$ cat src/rtl/mem_access_pkg.sv
// Shared definitions for the memory-access stage: reset level, register and
// data constants, memory aluop codes and byte-enable patterns.
package mem_access_pkg;

    localparam logic        RstEnable  = 1'b1;
    localparam logic [4:0]  NOPRegAddr = 5'b00000;
    localparam logic [31:0] ZeroWord   = 32'h0000_0000;

    localparam logic [7:0] EXE_LB_OP  = 8'b1110_0000;
    localparam logic [7:0] EXE_LBU_OP = 8'b1110_0100;
    localparam logic [7:0] EXE_LH_OP  = 8'b1110_0001;
    localparam logic [7:0] EXE_LHU_OP = 8'b1110_0101;
    localparam logic [7:0] EXE_LW_OP  = 8'b1110_0011;
    localparam logic [7:0] EXE_SB_OP  = 8'b1110_1000;
    localparam logic [7:0] EXE_SH_OP  = 8'b1110_1001;
    localparam logic [7:0] EXE_SW_OP  = 8'b1110_1011;

    localparam logic [3:0] BE_NONE = 4'b0000;
    localparam logic [3:0] BE_ALL  = 4'b1111;
    localparam logic [3:0] BE_B0   = 4'b0001;
    localparam logic [3:0] BE_B1   = 4'b0010;
    localparam logic [3:0] BE_B2   = 4'b0100;
    localparam logic [3:0] BE_B3   = 4'b1000;
    localparam logic [3:0] BE_H_LO = 4'b0011;
    localparam logic [3:0] BE_H_HI = 4'b1100;

    function automatic logic is_load_op(input logic [7:0] op);
        return (op == EXE_LB_OP) || (op == EXE_LBU_OP) || (op == EXE_LH_OP) ||
               (op == EXE_LHU_OP) || (op == EXE_LW_OP);
    endfunction

    function automatic logic is_store_op(input logic [7:0] op);
        return (op == EXE_SB_OP) || (op == EXE_SH_OP) || (op == EXE_SW_OP);
    endfunction

endpackage

$ cat src/rtl/mem_access_align.sv
// Combinational lane logic: load byte/halfword extraction with sign or zero
// extension, store byte-enable and lane-replicated write data, and the
// alignment check for the presented op.
module mem_align
    import mem_access_pkg::*;
(
    input  logic [7:0]  aluop_i,
    input  logic [1:0]  addr_lo_i,
    input  logic [31:0] rdata_i,
    input  logic [31:0] reg2_i,
    output logic        is_load_o,
    output logic        is_store_o,
    output logic        misalign_o,
    output logic [31:0] ld_data_o,
    output logic [3:0]  be_o,
    output logic [31:0] wdata_o
);

    logic [7:0]  rd_byte;
    logic [15:0] rd_half;

    assign is_load_o  = is_load_op(aluop_i);
    assign is_store_o = is_store_op(aluop_i);

    // Select the addressed byte and halfword lanes of the read word.
    always_comb begin
        rd_byte = rdata_i[7:0];
        case (addr_lo_i)
            2'd0: rd_byte = rdata_i[7:0];
            2'd1: rd_byte = rdata_i[15:8];
            2'd2: rd_byte = rdata_i[23:16];
            2'd3: rd_byte = rdata_i[31:24];
            default: rd_byte = rdata_i[7:0];
        endcase
        rd_half = addr_lo_i[1] ? rdata_i[31:16] : rdata_i[15:0];
    end

    // Per-op formatting; loads always request the whole word.
    always_comb begin
        ld_data_o  = ZeroWord;
        be_o       = BE_NONE;
        wdata_o    = ZeroWord;
        misalign_o = 1'b0;
        case (aluop_i)
            EXE_LB_OP: begin
                ld_data_o = {{24{rd_byte[7]}}, rd_byte};
                be_o      = BE_ALL;
            end
            EXE_LBU_OP: begin
                ld_data_o = {24'h0, rd_byte};
                be_o      = BE_ALL;
            end
            EXE_LH_OP: begin
                misalign_o = addr_lo_i[0];
                ld_data_o  = {{16{rd_half[15]}}, rd_half};
                be_o       = BE_ALL;
            end
            EXE_LHU_OP: begin
                misalign_o = addr_lo_i[0];
                ld_data_o  = {16'h0, rd_half};
                be_o       = BE_ALL;
            end
            EXE_LW_OP: begin
                misalign_o = |addr_lo_i;
                ld_data_o  = rdata_i;
                be_o       = BE_ALL;
            end
            EXE_SB_OP: begin
                case (addr_lo_i)
                    2'd0: be_o = BE_B0;
                    2'd1: be_o = BE_B1;
                    2'd2: be_o = BE_B2;
                    2'd3: be_o = BE_B3;
                    default: be_o = BE_NONE;
                endcase
                wdata_o = {4{reg2_i[7:0]}};
            end
            EXE_SH_OP: begin
                misalign_o = addr_lo_i[0];
                be_o       = addr_lo_i[1] ? BE_H_HI : BE_H_LO;
                wdata_o    = {2{reg2_i[15:0]}};
            end
            EXE_SW_OP: begin
                misalign_o = |addr_lo_i;
                be_o       = BE_ALL;
                wdata_o    = reg2_i;
            end
            default: ;
        endcase
    end

endmodule

$ cat src/rtl/mem_access.sv
// Memory-access pipeline stage: runs loads/stores over a req/gnt/rvalid bus
// and stalls the pipeline while a transaction is outstanding.
//
// state | meaning
// IDLE  | no transaction; an aligned memory op launches the request
// REQ   | dbus_req held with stable address/be/we/wdata until gnt
// WAIT  | load granted, waiting for rvalid to capture read data
// DONE  | result presented to MEM/WB, pipeline advances this edge
module mem_access
    import mem_access_pkg::*;
#(
    parameter int ADDR_W = 32,
    parameter int DATA_W = 32
) (
    input  logic              clk,
    input  logic              rst,
    input  logic [4:0]        mem_wd,
    input  logic              mem_wreg,
    input  logic [DATA_W-1:0] mem_wdata,
    input  logic [7:0]        mem_aluop,
    input  logic [ADDR_W-1:0] mem_addr,
    input  logic [DATA_W-1:0] mem_reg2,
    output logic [4:0]        wb_wd,
    output logic              wb_wreg,
    output logic [DATA_W-1:0] wb_wdata,
    output logic              stallreq,
    output logic              misalign_ld,
    output logic              misalign_st,
    output logic              dbus_req,
    output logic              dbus_we,
    output logic [ADDR_W-1:0] dbus_addr,
    output logic [3:0]        dbus_be,
    output logic [DATA_W-1:0] dbus_wdata,
    input  logic              dbus_gnt,
    input  logic              dbus_rvalid,
    input  logic [DATA_W-1:0] dbus_rdata
);

    typedef enum logic [1:0] {IDLE = 2'd0, REQ = 2'd1, WAIT = 2'd2, DONE = 2'd3} state_e;

    state_e            state_q, state_d;
    logic              dbus_req_q, dbus_req_d;
    logic              dbus_we_q, dbus_we_d;
    logic [ADDR_W-1:0] dbus_addr_q, dbus_addr_d;
    logic [3:0]        dbus_be_q, dbus_be_d;
    logic [DATA_W-1:0] dbus_wdata_q, dbus_wdata_d;
    logic [DATA_W-1:0] ld_data_q, ld_data_d;

    logic              al_is_load, al_is_store, al_misalign;
    logic [31:0]       al_ld_data, al_wdata;
    logic [3:0]        al_be;
    logic              start_op;

    mem_align u_align (
        .aluop_i    (mem_aluop),
        .addr_lo_i  (mem_addr[1:0]),
        .rdata_i    (dbus_rdata),
        .reg2_i     (mem_reg2),
        .is_load_o  (al_is_load),
        .is_store_o (al_is_store),
        .misalign_o (al_misalign),
        .ld_data_o  (al_ld_data),
        .be_o       (al_be),
        .wdata_o    (al_wdata)
    );

    assign start_op = (al_is_load || al_is_store) && !al_misalign;

    // State and bus registers; reset also abandons any in-flight transaction.
    always_ff @(posedge clk) begin
        if (rst == RstEnable) begin
            state_q      <= IDLE;
            dbus_req_q   <= 1'b0;
            dbus_we_q    <= 1'b0;
            dbus_addr_q  <= '0;
            dbus_be_q    <= BE_NONE;
            dbus_wdata_q <= '0;
            ld_data_q    <= '0;
        end else begin
            state_q      <= state_d;
            dbus_req_q   <= dbus_req_d;
            dbus_we_q    <= dbus_we_d;
            dbus_addr_q  <= dbus_addr_d;
            dbus_be_q    <= dbus_be_d;
            dbus_wdata_q <= dbus_wdata_d;
            ld_data_q    <= ld_data_d;
        end
    end

    // Next-state and bus launch/handshake.
    always_comb begin
        state_d      = state_q;
        dbus_req_d   = dbus_req_q;
        dbus_we_d    = dbus_we_q;
        dbus_addr_d  = dbus_addr_q;
        dbus_be_d    = dbus_be_q;
        dbus_wdata_d = dbus_wdata_q;
        ld_data_d    = ld_data_q;
        case (state_q)
            IDLE: begin
                if (start_op) begin
                    state_d      = REQ;
                    dbus_req_d   = 1'b1;
                    dbus_we_d    = al_is_store;
                    dbus_addr_d  = {mem_addr[ADDR_W-1:2], 2'b00};
                    dbus_be_d    = al_be;
                    dbus_wdata_d = al_wdata;
                end
            end
            REQ: begin
                if (dbus_gnt) begin
                    dbus_req_d = 1'b0;
                    state_d    = dbus_we_q ? DONE : WAIT;
                end
            end
            WAIT: begin
                if (dbus_rvalid) begin
                    ld_data_d = al_ld_data;
                    state_d   = DONE;
                end
            end
            DONE: state_d = IDLE;
            default: state_d = IDLE;
        endcase
    end

    // Writeback bundle, stall and misalignment flags.
    always_comb begin
        wb_wd       = mem_wd;
        wb_wreg     = mem_wreg;
        wb_wdata    = mem_wdata;
        stallreq    = 1'b0;
        misalign_ld = al_is_load && al_misalign;
        misalign_st = al_is_store && al_misalign;
        if (misalign_ld || misalign_st) begin
            wb_wreg = 1'b0;
        end
        case (state_q)
            IDLE: begin
                if (start_op) begin
                    stallreq = 1'b1;
                    wb_wreg  = 1'b0;
                end
            end
            REQ, WAIT: begin
                stallreq = 1'b1;
                wb_wreg  = 1'b0;
            end
            DONE: begin
                if (al_is_load) begin
                    wb_wdata = ld_data_q;
                end else if (al_is_store) begin
                    wb_wreg = 1'b0;
                end
            end
            default: ;
        endcase
        if (rst == RstEnable) begin
            wb_wd       = NOPRegAddr;
            wb_wreg     = 1'b0;
            wb_wdata    = '0;
            stallreq    = 1'b0;
            misalign_ld = 1'b0;
            misalign_st = 1'b0;
        end
    end

    assign dbus_req   = dbus_req_q;
    assign dbus_we    = dbus_we_q;
    assign dbus_addr  = dbus_addr_q;
    assign dbus_be    = dbus_be_q;
    assign dbus_wdata = dbus_wdata_q;

endmodule

$ cat config.mk
export PLATFORM = sky130hd
export DESIGN_NAME = mem_access
export DESIGN_NICKNAME = d
export VERILOG_FILES = /design/src/rtl/mem_access_pkg.sv /design/src/rtl/mem_access_align.sv /design/src/rtl/mem_access.sv
export SDC_FILE = /design/constraint.sdc
export NUM_CORES = 1
export LEC_CHECK = 0
export ABC_AREA = 1
export CAP_MARGIN = 20
export CORE_UTILIZATION = 28
export DETAILED_ROUTE_END_ITERATION = 16
export PLACE_DENSITY_LB_ADDON = 0.1
export SLEW_MARGIN = 20
export SYNTH_ARGS = -nofsm -noshare
export SYNTH_HDL_FRONTEND = slang
export SYNTH_HIERARCHICAL = 1
export SYNTH_SLANG_ARGS = --single-unit
$ cat constraint.sdc
create_clock -name clk -period 4.5 [get_ports clk]
set_input_delay 0.45 -clock clk [delete_from_list [all_inputs] [get_ports clk]]
set_output_delay 0.45 -clock clk [all_outputs]
set_load 0.005 [all_outputs]
==> metrics, run 1 <==
diode count=0; asr flop ratio synth=0%; width of the die=145 µm; vias in the first global route=5953; Final Wtd Congestion=0.828; worst reg2reg path startpoint=state_q[0]$_SDFFE_PP0P_; DRT Wirelength=20.7 mm; Detailed Place HPWL=14.7 mm; Setup crit end kind=output pin; mux cell area share after synthesis=0%; vias=6577; WHS=463 ps; post-CTS setup buffers=0; worst-margin pin slew=1040 ps; Synth Area in Adders=1.30%; simple-gate share of the synthesized area=39.3%; synth unique cells=29; Core ar.=20200 µm²; Lkg Pwr=3.46 nW; PD cells=274 nW/µm²; peak supply drop=0.191 mV; startpoint types=input pin; synthesized area=5760 µm²; global route overflow=0; CTS tree=yes; Yosys Warn Count=6; residual DRC count=0; H-Tree Depth=3; initial antenna violation count=0; CP arrival=3110 ps; dominant synthesized flop cell=dfxtp_1; Initial Util=28.5%; Seq/Total Area, Yosys=35.5%; clock skew=9.02 ps; HP Start=dbus_wdata[15]$_SDFFE_PP0N_; HP Class=reg2reg; FP Rows=52; total iterations of the first detailed-routing run=5; Tot GR Track Use=19.3%; EDFF count, synth=0; Final Slew Violations=0; Compound-Gate Fraction of Synth Area=14.6%; height of the die=145 µm; Fmax=0.281 GHz; Fin. Hold Viols=0; max_cap viols=0; layout cells sized above 1=3.85%; drt wl/cell=14.4 µm; Crit. Startpoint=mem_aluop[2]; post-CTS sizing=0; total CTS buffers=9; Port Buffer Count=254; Fin Setup TNS=0 ps; final net count=1316; cts hold-fix bufs=0; Sinks on Clock Net=102; Max clock buf depth=2; outcome=finished, final reports clean; RSZ-0062 raised after global routing=false; final setup fails=0; Area Overhead vs Synth=50.9%; I/O pin count=257; CTS Root Buffer Type=clkbuf_16; DR iter-0 viols=485; critical path required time=4050 ps; CTS clk-pin slew, worst paths=60 ps; CP Max Fanout=9; synthesis-stage register bit count=102; first-pass GRT wire length=32.6 mm; cell count after synthesis=948; DR vias/cell=4.57; clock period minus final worst setup slack=3560 ps; largest net degree at the start of global routing=76; largest family of logic cells by synthesized area=simple AND/OR/NAND/NOR gates; period utilization=79.1%; ANT nets after route=0; full die area=21100 µm²; Worst slew margin=30.8%; clock latency on the worst-skew pair=350 ps; Mapped Avg Cell Area=6.07 µm²; post-synthesis xor/xnor area fraction=0%; critical path class=in2out
[per-layer routing]
layer	global-route usage [%]	share of wire, %
met1	27.3	48
met2	29.1	44
met3	5.30	7.5
met4	3.95	0.71
met5	0	0
[logic make-up after synthesis]
family                     after synthesis
and+or+nand+nor                        553
AOI/OAI and AO/OA                      165
buffers and inverters                  121
DFF                                    102
adders and majority gates                6
other                                    1
[critical path: stages]
cell and delay (ps):
clkdlybuf4s50_1 540, inv_1 90, nand2_2 100, nor2_1 60
nand2_1 110, nand2_2 170, nor2_2 360, inv_1 150
o21ai_0 260, nor2_1 70, nor3_1 180, clkdlybuf4s50_1 560
[power by group]
group,leakage [nW],switching [W],total [W],internal [W]
combinational,2.51,0.000322,0.000613,0.000291
sequential,0.824,0.0000415,0.00101,0.000972
clock,0.129,0.000364,0.000757,0.000393
total,3.46,0.000727,0.00238,0.00166
[worst paths after layout]
| kind | to | slack (ps) | cells past startpoint |
|---|---|---|---|
| worst max-delay path | wb_wreg | 940 | 12 |
| worst min-delay path | dbus_wdata[15]$_SDFFE_PP0N_ | 460 | 2 |
| worst max register to register | ld_data_q[11]$_SDFFE_PP0P_ | 1840 | 6 |
| worst min register to register | dbus_wdata[15]$_SDFFE_PP0N_ | 460 | 2 |
[layout by cell type, fill, tap and decap left out, drive strengths merged]
master and n:
a211oi 1, a21oi 70, buf 11, clkbuf 10
clkdlybuf4s50 253, clkinv 1, clkinvlp 3, conb 2
dfxtp 102, ha 6, inv 62, nand2 275
nand3 94, nand4 5, nor2 177, nor3 2
o211ai 2, o21ai 92
[per-stage QoR]
stage                     worst slack [ps]  instance area (µm²)  total power [W]  util [%]  std cells
final                                  938                 8690          0.00238      43.1       1438
after global routing                   640                 8690          0.00254      43.1       1438
after CTS                              887                 8690          0.00242      43.1       1438
after detailed placement               891                 8410          0.00165      41.7       1423
after global placement                 960                 8410          0.00165      41.7       1423
after floorplan                       2170                 5760          0.00136         -        949
[synth_stat cells (4+ instances only)]
master / count / area [µm²]
nor2_1: 171 / 642
o21ai_0: 88 / 440
buf_4: 6 / 45.0
inv_2: 4 / 15.0
nand4_1: 4 / 25.0
nand3_1: 92 / 460
nand2_1: 272 / 1020
buf_1: 4 / 15.0
ha_1: 6 / 75.1
a21oi_1: 68 / 340
dfxtp_1: 102 / 2040
o21ai_1: 4 / 20.0
inv_1: 56 / 210
clkbuf_1: 20 / 75.1
buf_2: 26 / 130
nor2_2: 5 / 31.3
[flip-flops by register name (all words and copies together) (netlist names)]
signal      cells
dbus_addr      30
dbus_be         4
dbus_req        1
dbus_wdata     32
dbus_we         1
ld_data_q      32
state_q         2
[area by class of cell]
cell class                      count  area [µm²]
Clock buffer                       10         239
Clock inverter                      5        42.5
Fill cell                        2166       11500
Inverter                           61         229
Multi-Input combinational cell    726        3190
Sequential cell                   102        2040
Tap cell                          270         338
Timing Repair Buffer              264        2610
No activity file was read; power rests on OpenSTA's default activity.
==> run 2, diff against run 1 <==
clock period = 2.9 ns   (was 4.5 ns; I/O delays follow)
==> metrics, run 2 (synthesized netlist as in run 1, its figures left out) <==
outcome=finished, final reports clean; Initial Util=28.5% (unchanged); worst path cell trace=clkdlybuf4s50_1, inv_1, nand2_1, nor2_2, nand2_1, nand3_2, nand2_2, buf_4, o21ai_0, nor2_1, clkdlybuf4s50_1; delay of the slowest critical-path stage=540 ps (-20 ps); period utilization=93.3%; clock period minus final worst setup slack=2710 ps; CTS clk-pin slew, worst paths=70 ps (about the same); ANT nets after route=0 (unchanged); Fin. Hold Viols=0 (unchanged); DR iter-0 viols=370 (-24%); Reg2Reg Setup Slack=960 ps (-880 ps); WHS=288 ps (-175 ps); DR vias/cell=4.58 (about the same); width of the die=145 µm (unchanged); slowest CP cell=clkdlybuf4s50_1; H-Tree Depth=3 (unchanged); post-place setup slack=-171 ps (-1060 ps); Crit path buffers/inverters=4 (unchanged); Core ar.=20200 µm² (unchanged); cts hold-fix bufs=0 (unchanged); post-route worst setup slack=195 ps (-744 ps); clock skew=6.17 ps (-2.85 ps); I/O pin count=257 (unchanged); layout cells sized above 1=5.97% (+2.1 points); RSZ-0062 raised after global routing=false; Final Wtd Congestion=0.903 (+9.1%); Fmax=0.370 GHz; CP arrival=2420 ps (-690 ps); DRT Wirelength=21.0 mm (+1.4%); PD cells=414 nW/µm² (+51%); global route overflow=0 (unchanged); HP Class=in2reg; peak supply drop=0.282 mV (+48%); initial antenna violation count=0 (unchanged); clock latency on the worst-skew pair=350 ps (about the same); total iterations of the first detailed-routing run=5 (unchanged); largest net degree at the start of global routing=76 (unchanged); residual DRC count=0 (unchanged); Final Slew Violations=0 (unchanged); critical path required time=2610 ps (-1440 ps); worst-margin pin slew=839 ps (-197 ps); Area Overhead vs Synth=54.2%; Setup crit end kind=output pin; vias in the first global route=6146 (+3.2%); CTS tree=yes; full die area=21100 µm² (unchanged); leading cell types in the layout, fill and taps excluded=271 x nand2_1, 251 x clkdlybuf4s50_1, 170 x nor2_1, 102 x dfxtp_1, 91 x nand3_1; diode count=0 (unchanged); CP Max Fanout=15 (+6); drt wl/cell=14.4 µm (about the same); vias=6681 (+1.6%); most common cell after layout, fill and taps aside=nand2_1; Fin Setup TNS=0 ps (unchanged); final net count=1338 (+1.7%); Worst slew margin=44.1% (+13 points); delay-heaviest family, CP=buffers and inverters; Port Buffer Count=254 (unchanged); height of the die=145 µm (unchanged); CTS Root Buffer Type=clkbuf_16; Lkg Pwr=3.60 nW (+3.9%); Sinks on Clock Net=102 (unchanged); max_cap viols=0 (unchanged); Detailed Place HPWL=15.1 mm (+2.6%); total CTS buffers=9 (unchanged); FP Rows=52 (unchanged); Max clock buf depth=2 (unchanged); critical path class=in2out; first-pass GRT wire length=33.6 mm (+2.9%); startpoint types=input pin; Tot GR Track Use=19.7% (+0.48 points); final setup fails=0 (unchanged)
==> run 2: changes by cell type in the layout (fill, tap and decap cells not counted), moves of 2 or more <==
cell,previous run,this run
buf_4,10,29
o21ai_0,88,85
o21ai_1,4,7
clkdlybuf4s50_1,253,251
clkinv_2,0,2
clkinvlp_4,3,1
nor2_4,1,3
==> run 2: final timing paths <==
kind | from | end | cells after the start
max | mem_aluop[1] | wb_wdata[15] | 11
min | rst | state_q[0]$_SDFFE_PP0P_ | 4
max reg2reg | state_q[0]$_SDFFE_PP0P_ | dbus_addr[21]$_SDFFE_PP0N_ | 6
min reg2reg | dbus_addr[3]$_SDFFE_PP0N_ | dbus_addr[3]$_SDFFE_PP0N_ | 2
==> run 2: worst min-delay path, cell delays in order <==
cell	delay [ps]
buf_2	90
inv_1	100
nand2_1	90
nor2_1	30
==> run 2: per-layer routing <==
layer	track usage [%]	up-vias	wire length (µm)
li1	-	3496	-
met1	28.0	2931	9880
met2	30.3	241	9280
met3	4.42	13	1550
met4	4.63	0	246
met5	0	-	0
==> run 2: report_power, final <==
group	internal (W)	leakage (nW)	switching [W]
sequential	0.00151	0.824	0.0000609
combinational	0.000464	2.64	0.000502
clock	0.000582	0.129	0.000562
total	0.00255	3.60	0.00113
==> run 2: repair_timing <==
action | CTS | global route
buffers inserted | 0 | 1
endpoints found under the setup margin | 33 | 32
resized for setup | 3 | 10
pin swaps | 0 | 1
gates cloned | 0 | 1
==> run 2: through the flow <==
stage	util (%)	area [µm²]	std cells	total power (W)
6_report	44.0	8880	1460	0.00368
5_1_grt	44.0	8880	1460	0.00391
4_1_cts	43.8	8840	1458	0.00373
3_5_place_dp	42.5	8570	1443	0.00257
3_3_place_gp	42.5	8570	1443	0.00258
2_1_floorplan	-	5760	949	0.00211
==> run 2: cell type report <==
| type | count | area [µm²] |
|---|---|---|
| fill | 2179 | 11300 |
| multi-input combinational | 727 | 3220 |
| timing repair buffer | 285 | 2790 |
| sequential | 102 | 2040 |
| tap | 270 | 338 |
| clock buffer | 10 | 229 |
| inverter | 61 | 229 |
| clock inverter | 5 | 35.0 |
==> run 3, diff against run 2 <==
SKIP_CTS_REPAIR_TIMING = 1   (was default)
==> metrics, run 3 (synthesized netlist as in run 1, its figures left out) <==
outcome=finished, final reports clean; post-layout util=44.0% (-0.056 points); Seq. cell area=2040 µm² (unchanged); peak supply drop=0.282 mV (about the same); ANT nets after route=0 (unchanged); Lkg Pwr=3.59 nW (-0.29%); Core ar.=20200 µm² (unchanged); Fin. Hold Viols=0 (unchanged); fin cells=1459 (-0.068%); Initial Util=28.5% (unchanged); width of the die=145 µm (unchanged); first-pass GRT wire length=33.5 mm (about the same); CTS Root Buffer Type=clkbuf_16; total iterations of the first detailed-routing run=5 (unchanged); Worst slew margin=42.4% (-1.7 points); CP Max Fanout=4 (-11); worst-margin pin slew=864 ps (+25.2 ps); fill count=2181 (+0.092%); Detailed Place HPWL=15.1 mm (unchanged); largest net degree at the start of global routing=76 (unchanged); critical path required time=2610 ps (about the same); startpoint types=input pin; final net count=1337 (-0.075%); HP Start=rst; height of the die=145 µm (unchanged); drt wl/cell=14.3 µm (-0.11%); Area Overhead vs Synth=54.0%; critical path class=in2out; Hold Path End=state_q[0]$_SDFFE_PP0P_; clock period minus final worst setup slack=2750 ps (+49.3 ps); vias in the first global route=6142 (-0.065%); H-Tree Depth=3 (unchanged); CTS tree=yes; worst reg2reg path startpoint=state_q[0]$_SDFFE_PP0P_; I/O pin count=257 (unchanged); most common cell after layout, fill and taps aside=nand2_1; full die area=21100 µm² (unchanged); Final Wtd Congestion=0.903 (unchanged); R2R depth=6 (unchanged); clock skew=6.12 ps (-0.0498 ps); DR vias/cell=4.56 (-0.34%); diode count=0 (unchanged); final setup fails=0 (unchanged); initial antenna violation count=0 (unchanged); vias=6654 (-0.40%); PD cells=415 nW/µm² (+0.18%); RSZ-0062 raised after global routing=true; FP Rows=52 (unchanged); hold depth=4 (unchanged); HP Class=in2reg; Final Slew Violations=0 (unchanged); leading cell types in the layout, fill and taps excluded=271 x nand2_1, 252 x clkdlybuf4s50_1, 170 x nor2_1, 102 x dfxtp_1, 91 x nand3_1; Port Buffer Count=254 (unchanged); Worst R2R End=dbus_addr[21]$_SDFFE_PP0N_; residual DRC count=0 (unchanged); global route overflow=0 (unchanged); period utilization=95.0% (+1.7 points); placed insts=1443 (unchanged); layout cells sized above 1=5.89% (-0.079 points); total CTS buffers=9 (unchanged); DR iter-0 viols=378 (+2.2%); Max clock buf depth=2 (unchanged); area occupied by multi-input gates=3210 µm² (-0.16%); CP arrival=2460 ps (+40 ps); Sinks on Clock Net=102 (unchanged); CTS clk-pin slew, worst paths=70 ps (about the same); Fmax=0.363 GHz (-1.8%); max_cap viols=0 (unchanged); Setup crit end kind=output pin; DRT Wirelength=20.9 mm (-0.18%); Reg2Reg Setup Slack=950 ps (about the same); Tot GR Track Use=19.7% (about the same); clock latency on the worst-skew pair=350 ps (about the same)
-- run 3: worst max-delay path by stage --
stage | startpoint | end | cells past startpoint
after floorplan | mem_aluop[4] | stallreq | 14
after global placement | mem_aluop[6] | wb_wreg | 12
after detailed placement | mem_aluop[6] | wb_wreg | 12
after CTS | mem_aluop[6] | wb_wreg | 12
after global routing | mem_aluop[1] | stallreq | 15
final | mem_aluop[1] | stallreq | 15
-- run 3: per-layer routing --
| metal | global-route usage, % | part of all wire [%] | vias to the layer above |
|---|---|---|---|
| li1 | - | - | 3494 |
| met1 | 28.0 | 48 | 2929 |
| met2 | 30.2 | 44 | 218 |
| met3 | 4.42 | 6.8 | 13 |
| met4 | 4.63 | 1.2 | 0 |
| met5 | 0 | 0 | - |
-- run 3: final cells by class --
class / count / share of cell area, %
timing repair buffer: 284 / 31.4
tap: 270 / 3.81
clock buffer: 10 / 2.58
clock inverter: 5 / 0.395
sequential: 102 / 23.0
inverter: 61 / 2.58
multi-input combinational: 727 / 36.2
-- run 3: per-stage QoR --
step / setup slack, ps / TNS [ps] / power, W / cell area [µm²] / hold WS (ps)
detailed placement: -171 / -895 / 0.00257 / 8570 / 454
finish: 145 / 0 / 0.00368 / 8870 / 287
global route: -53.3 / -53.3 / 0.00391 / 8870 / 307
global placement: -83.9 / -399 / 0.00258 / 8570 / 453
floorplan: 886 / 0 / 0.00211 / 5760 / 433
CTS: -177 / -909 / 0.00374 / 8830 / 265
-- run 3: critical path, cell delays in order --
cell and delay [ps]:
clkdlybuf4s50_1 450, nor2_2 220, inv_1 60, nor2_1 120, nand2_1 110, nand2_2 90
nor2_2 50, inv_1 130, inv_2 60, nand2_2 50, nand3_2 70, inv_2 60
o21ai_1 60, nor2_1 110, clkdlybuf4s50_1 550
-- run 3: where the power goes --
| group | leakage [nW] | switching (W) | internal [W] | total, W |
|---|---|---|---|---|
| Clock | 0.129 | 0.000561 | 0.000582 | 0.00114 |
| Sequential | 0.824 | 0.0000607 | 0.00151 | 0.00157 |
| Combinational | 2.63 | 0.000503 | 0.000466 | 0.000969 |
| Total | 3.59 | 0.00112 | 0.00256 | 0.00368 |
